## src/rtl/game_sequencer_pkg.sv

```systemverilog
// Shared game types and default timing constants for the game sequencer slice.
package Constants;

   typedef enum logic [1:0] {
      IDLE = 2'd0,
      RUN  = 2'd1,
      OVER = 2'd2
   } game_state_t;

   localparam int unsigned DEFAULT_BIRD_TICK_DIV     = 2**20;
   localparam int unsigned DEFAULT_OBSTACLE_TICK_DIV = 2**21;
   localparam int unsigned DEFAULT_HOLD_CYCLES       = 2**25;

endpackage

```

## src/rtl/game_sequencer_tick_divider.sv

```systemverilog
// Free-running enable divider: one-cycle tick every DIV clocks, held at zero while clear.
module tick_divider
   import Constants::*;
#(
   parameter int unsigned DIV = DEFAULT_BIRD_TICK_DIV
) (
   input  logic clock,
   input  logic clear,
   output logic tick
);

   localparam logic [31:0] LAST = 32'(DIV - 1);

   logic [31:0] count;

   always_ff @(posedge clock) begin
      if (clear) begin
         count <= '0;
      end else if (count == LAST) begin
         count <= '0;
      end else begin
         count <= count + 32'd1;
      end
   end

   assign tick = (count == LAST);

endmodule

```

## src/rtl/game_sequencer.sv

```systemverilog
// Game-level sequencer: IDLE/RUN/OVER flow, world tick generation and high-score tracking.
module game_sequencer
   import Constants::*;
#(
   parameter int unsigned BIRD_TICK_DIV     = DEFAULT_BIRD_TICK_DIV,
   parameter int unsigned OBSTACLE_TICK_DIV = DEFAULT_OBSTACLE_TICK_DIV,
   parameter int unsigned HOLD_CYCLES       = DEFAULT_HOLD_CYCLES
) (
   input  logic       clock,
   input  logic       reset,
   input  logic       fly,
   input  logic       collision,
   input  logic [9:0] score_in,
   output logic [1:0] state,
   output logic       world_reset,
   output logic       bird_tick,
   output logic       obstacle_tick,
   output logic       game_over,
   output logic [9:0] high_score,
   output logic       new_record
);

   localparam logic [31:0] HOLD_LAST = 32'(HOLD_CYCLES - 1);

   game_state_t state_q, state_d;
   logic        fly_q;
   logic        fly_hold;
   logic        run_q;
   logic [31:0] hold;
   logic [9:0]  high_q;
   logic        rec_q;
   logic        fly_rise;
   logic        hold_done;
   logic        in_run;
   logic        div_clear;
   logic        bird_raw;
   logic        obstacle_raw;

   // fly_hold masks the first post-reset cycle so a flap held through reset release is not an edge
   assign fly_rise  = fly & ~fly_q & ~fly_hold;
   assign hold_done = (hold == '0);
   assign in_run    = (state_q == RUN);
   // run_q keeps the dividers cleared through the first RUN cycle, so tick N lands DIV*N cycles in
   assign div_clear = reset | ~(in_run & run_q);

   always_comb begin
      state_d = state_q;
      unique case (state_q)
         IDLE:    if (fly_rise) state_d = RUN;
         RUN:     if (collision) state_d = OVER;
         OVER:    if (fly_rise && hold_done) state_d = IDLE;
         default: state_d = IDLE;
      endcase
   end

   always_ff @(posedge clock) begin
      if (reset) begin
         state_q <= IDLE;
      end else begin
         state_q <= state_d;
      end
   end

   always_ff @(posedge clock) begin
      if (reset) begin
         fly_q    <= 1'b0;
         fly_hold <= fly;
         run_q    <= 1'b0;
         hold     <= '0;
         high_q   <= '0;
         rec_q    <= 1'b0;
      end else begin
         fly_q    <= fly;
         fly_hold <= 1'b0;
         run_q    <= in_run;
         if (in_run && collision) begin
            hold <= HOLD_LAST;
            if (score_in > high_q) begin
               high_q <= score_in;
               rec_q  <= 1'b1;
            end else begin
               rec_q  <= 1'b0;
            end
         end else if (state_q == OVER && !hold_done) begin
            hold <= hold - 32'd1;
         end
         if (state_q == OVER && state_d == IDLE) begin
            rec_q <= 1'b0;
         end
      end
   end

   tick_divider #(.DIV(BIRD_TICK_DIV)) u_bird_div (
      .clock (clock),
      .clear (div_clear),
      .tick  (bird_raw)
   );

   tick_divider #(.DIV(OBSTACLE_TICK_DIV)) u_obstacle_div (
      .clock (clock),
      .clear (div_clear),
      .tick  (obstacle_raw)
   );

   assign state         = state_q;
   assign world_reset   = (state_q == IDLE);
   assign game_over     = (state_q == OVER);
   assign bird_tick     = bird_raw & in_run & ~collision;
   assign obstacle_tick = obstacle_raw & in_run & ~collision;
   assign high_score    = high_q;
   assign new_record    = rec_q;

endmodule

```

## config.mk

```make
export PLATFORM = sky130hd
export DESIGN_NAME = game_sequencer
export DESIGN_NICKNAME = d
export VERILOG_FILES = /design/src/rtl/game_sequencer_pkg.sv /design/src/rtl/game_sequencer_tick_divider.sv /design/src/rtl/game_sequencer.sv
export SDC_FILE = /design/constraint.sdc
export NUM_CORES = 1
export LEC_CHECK = 0
export ABC_CLOCK_PERIOD_IN_PS = 3100
export CAP_MARGIN = 40
export CORE_ASPECT_RATIO = 0.75
export CORE_MARGIN = 10
export CORE_UTILIZATION = 45
export CTS_CLUSTER_SIZE = 10
export DETAILED_ROUTE_END_ITERATION = 10
export SLEW_MARGIN = 20
export SYNTH_ARGS = -nofsm -noshare
export SYNTH_HDL_FRONTEND = slang
export SYNTH_HIERARCHICAL = 1
export SYNTH_SLANG_ARGS = --single-unit
```

## constraint.sdc

```tcl
create_clock -name clock -period 3.1 [get_ports clock]
set_clock_uncertainty 0.05 [all_clocks]
set_input_delay 0.465 -clock clock [delete_from_list [all_inputs] [get_ports clock]]
set_output_delay 0.465 -clock clock [all_outputs]
set_load 0.01 [all_outputs]
```

Word level (Yosys, flattened, before mapping)
Cells that the tools add are included.

storage, ports and cells
  word-level logic and storage cells = 51
  bits in registers = 112

cells by class
  reductions and logical operators = 14
  add/sub/neg operators = 3
  equality and inequality tests = 4
  order comparisons = 1
  bitwise gates (word level) = 12
  multiplexer cells = 7

operators by type and width
  cell                                                    count
  adder 32 x 1 -> 32 bit (second input constant)          2
  two-way mux 25 bit                                      2
  equality test 32 x 20 -> 1 bit (second input constant)  1
  equality test 32 x 21 -> 1 bit (second input constant)  1
  zero test 32 bit                                        1
  subtractor 32 x 1 -> 32 bit (second input constant)     1
  > comparator 10 bit                                     1
  OR reduction 2 bit                                      4
  AND 1 bit                                               7
  two-way mux 2 bit                                       3
  case mux 2 bit (3 select lines)                         1
  logical AND 1 bit                                       4
  zero test 2 bit                                         2
  NOT 1 bit                                               4
  equality test 2 x 1 -> 1 bit (second input constant)    1
  equality test 2 bit (second input constant)             1
  AND reduction 2 bit                                     1
  nonzero test 2 bit                                      1
  zero test 1 bit                                         1
  two-way mux 1 bit                                       1
  OR 1 bit                                                1

Longest topological paths before layout
Gate-level depths: netlist of run 1.

  depth in word-level cells = 9
  gate-level depth with buffers = 9
  gate-level depth less buffers = 7

Cells and area by module
The synthesis of run 1 kept the hierarchy.

by module, submodules not included
  module                          instances  area an instance (um2)  cells an instance
  game_sequencer                  1          2,592.5                 295
  tick_divider at u_obstacle_div  1          1,617.8                 188
  tick_divider at u_bird_div      1          1,481.4                 179

Worst setup path after synthesis of run 1
No wires, ideal clock.

  kind = reg-to-output
  from = register u_bird_div.count[0]
  to = output bird_tick
  slack = 0.731 ns
  data arrival time = 1.854 ns
  cell stages (with the launch flop) = 6
  path buffers = 0
  path through = dfxtp_1 ha_1 nand3_2 or4_1 nor3b_1 nor4bb_1

on the way
  longest elaborated chain between the ends = 3

RTL lines
  what                            line                               RTL
  start, declared                 game_sequencer_tick_divider.sv:14  logic [31:0] count;
  start signal, assigned          game_sequencer_tick_divider.sv:22  count <= count + 32'd1;
  equality test 32 x 20 -> 1 bit  game_sequencer_tick_divider.sv:26  assign tick = (count == LAST);
  via bird_raw                    game_sequencer.sv:36               logic bird_raw;
  AND 1 bit (2 in series)         game_sequencer.sv:108              assign bird_tick = bird_raw & in_run & ~collision;
  end, declared                   game_sequencer.sv:16               output logic bird_tick,

The timed path passes the listed nets, and every way through them passes these cells.

Worst setup path after layout of run 1
Ends and elaborated chain as after synthesis.

==> results by group, run 1 <==
Outcome
  – Status: finished clean

Worst setup path
  – Critical Setup Path Class: reg -> out
  – Crit start category: register
  – Type of destination of the critical path: output pin
  – Reg2Reg Depth: 7
  – Critical Path Stages: 7
  – Crit path max-delay family: simple AND/OR/NAND/NOR gates
  – Reg-to-reg endpoint: u_bird_div/count[30]
  – Count of buffer and inverter cells on the critical path: 2
  – Worst R2R Start: u_bird_div/count[0]
  – CP peak stage delay: 580 ps
  – Slowest CP cell: or4_1
  – Reg2Reg Setup Slack: about 600 ps
  – Crit-path cells: ha_1 > nand3_2 > or4_1 > nor3b_2 > buf_4 > nor4bb_1 > clkbuf_2
  – CP max FO: 4
  – Worst path arrival time: roughly 2400 ps
  – Worst EP required: 2580 ps

Route
  – Drt wl/cell: 15.35 um
  – DRC violations left: 0
  – Vias per cell: 5.816
  – Drt pass-1 iters: 4
  – Routed WL: between 10000 and 15000 um
  – DR iter-0 viols: 249
  – DR vias: 4990
  – Antenna Nets Post-Route: 0

Logic synthesis
  – Post-synth ARST share: 0%
  – Synth top area share: roughly two fifths
  – Ys flop type: dfxtp_1
  – Synth Register Bits: ~110
  – Net Count, Synth: 690
  – Synth top area cells: dfxtp_1 39%, nor2_1 4.6%, a21oi_1 3.2%, ha_1 3.1%, o31ai_1 3.0%
  – Syn_area_per_cell: around 8.6 um2
  – EDFF count, synth: 0
  – Synth Warn #: 6
  – Syn Inst Count: between 600 and 700
  – Yosys cell types: 63
  – Sequential share of the synthesized area: approximately 39%
  – Leading area contributor after synthesis: dfxtp_1
  – Synth Cell Area: 0.005692 mm2

GRT
  – GR Overflow Total: 0
  – Initial antenna violation count: 0
  – Number of global-route vias before repair: 4655
  – Global-route wire length before repair: 22500 um
  – GRT Total Usage: 14.81%
  – Largest net degree at the start of global routing: 39

Layout
  – Diode count: 0
  – Fillers: 1158
  – Most frequent cells in the layout: 112 x dfxtp_1, 69 x nor2_1, 36 x nand2_1, 36 x a21oi_1, 34 x nand3_1
  – Share of layout cells above drive strength 1: 8.526%
  – Post-route design area: 0.006465 mm2
  – Commonest non-fill, non-tap cell in the layout: dfxtp_1
  – Layout area overhead: 13.59%
  – Nets: between 700 and 800

STA
  – Final worst setup slack: 155.9 ps
  – Fmax: 339.7 MHz
  – Hold Fails Final Rpt: 0
  – Actual slew at the worst max-slew pin: 782.5 ps
  – Rel. slew slack: 47.60%
  – Max-slew violations: 0
  – Final Setup Violations: 0
  – Hold_ws: 434.8 ps
  – Final min period: 2944 ps
  – Final Cycle Share: a little over nine tenths

Floorplan
  – Width of the die: 149.9 um
  – DIE AREA: ~0.018 mm2
  – Core ar.: 0.01235 mm2
  – Io pins: 31
  – Starting Density: 46.09%
  – Die Height: between 100 and 150 um
  – Row Count: 35

Power and ir drop
  – Clock power frac: 38.4%
  – Design Power: 3.119 mW
  – Logic pwr share: about an eighth
  – Peak VDD IR: about 0.00026 V
  – Switching part of the total: about a quarter
  – Pint: 2.335 mW
  – Sequential share of power: 49.0%
  – Sw power: 783.8 uW
  – LEAKAGE: 2.117 nW
  – P per Cell Area: 482.4 mW/mm2

Hold path
  – Hold Startpoint: u_obstacle_div/count[0]
  – Worst min path class: reg -> reg
  – Hold endpoint: u_obstacle_div/count[0]
  – Hold depth: 1

Place
  – Pre-CTS setup slack: 106.9 ps
  – Routability Congestion: approximately 0.81
  – Detail Placement HPWL: 9321 um
  – Cell area after placement: slightly above 0.006 mm2
  – Port buffer count: 30

Clock tree
  – Clk slew on worst S/H paths: 70 ps
  – CTS tree: done
  – CTS root buffer: clkbuf_16
  – CTS H-tree lvls: 3
  – Num CTS Buffers: 9
  – Clock Sinks: ~110
  – Max clock buf depth: 2
  – Hold Buf Count CTS: 0
  – Post CTS Setup Buffer Count: 0
  – Worst skew pair latency: about 340 ps

Job
  – Max cap viols: 0
how the worst max path moves through the flow:
stage,startpoint,to,slack (ps)
global route,u_bird_div/count[0],bird_tick,-30
detailed placement,u_bird_div/count[0],bird_tick,110
CTS,u_bird_div/count[0],bird_tick,3
floorplan,u_bird_div/count[0],bird_tick,730
global placement,u_bird_div/count[0],bird_tick,140
finish,u_bird_div/count[0],bird_tick,160
flip-flops by register name, summed over array words and instances (netlist names), 2 cells and up:
signal,flops
high_score,10
hold,32
state,2
u_bird_div/count,32
u_obstacle_div/count,32
logic make-up after synthesis:
| kind of cell | after synthesis | share of synthesized area (%) |
|---|---|---|
| muxes | 3 | 0.5276 |
| adders and majority gates | 14 | 3.078 |
| and+or+nand+nor | 304 | 30.75 |
| xor gates and xnor gates | 36 | 5.540 |
| AOI/OAI and AO/OA | 134 | 15.98 |
| buffers and inverters | 59 | 4.726 |
| DFF | 112 | 39.39 |
cell type report:
cell class	count	area, um2	area share (%)
repair buffers	45	406.6	6.290
well taps	166	207.7	3.213
flip-flops and latches	112	2242	34.68
clock inverters	2	37.54	0.5806
inverters	29	108.9	1.684
multi-input cells	491	3192	49.37
clock buffers	13	270.3	4.180
metrics by stage:
| stage | cells | TNS (ps) | utilization (%) |
|---|---|---|---|
| floorplan | 662 | 0 | - |
| global placement | 843 | 0 | 49.86 |
| detailed placement | 843 | 0 | 49.86 |
| CTS | 858 | 0 | 52.34 |
| global route | 858 | -25.80 | 52.35 |
| finish | 858 | 0 | 52.35 |
power by group through the flow:
stage / clock network, mW / logic (mW) / registers, mW
after floorplan: 0 / 0.277 / 1.55
after global placement: 0 / 0.376 / 1.56
after detailed placement: 0 / 0.388 / 1.56
final: 1.20 / 0.390 / 1.53
after CTS: 1.23 / 0.390 / 1.53
after global routing: 1.29 / 0.440 / 1.54
metal layers:
metal / share of wire, % / track usage (%)
met1: 52 / 21.77
met2: 44 / 21.51
met4: 0.56 / 3.333
met5: 0 / 0
met3: 3.5 / 2.920
cell usage after synthesis (4+ instances only):
cell type and n:
o311ai_0 8, or3_1 20, nor3b_1 5, ha_1 14
or2_2 8, xor2_1 18, dfxtp_1 112, xnor2_1 18
nand4_1 18, and4_1 5, a21oi_1 36, inv_1 29
and2_1 5, o2111ai_1 9, a311oi_1 4, nand3_1 34
clkbuf_1 15, a31oi_1 6, buf_2 8, or4_1 22
nand2_1 36, nor4_1 22, o31ai_1 23, or4b_1 4
nor3_1 17, o21ai_0 19, o211ai_1 9, nor2_1 69
buf_6 4, and3_1 11
timing repair:
item                                    CTS  global route
pin swaps                                 0             0
endpoints found under the setup margin    2             1
resized for setup                         5             2
No activity file was read; power rests on OpenSTA's default activity.
==> run 2: changes to the inputs <==
- CTS_CLUSTER_DIAMETER: default -> 40
- SKIP_LAST_GASP: default -> 1
==> results of run 2 <==
No change in the layout: final DEF, timing and power equal those of run 1.
Among the figures that moved: number of gates resized after CTS 5 -> 3
==> run 3: changes to the inputs <==
- SKIP_LAST_GASP: 1 -> default
==> results of run 3 <==
No change in the layout: final DEF, timing and power equal those of run 1.
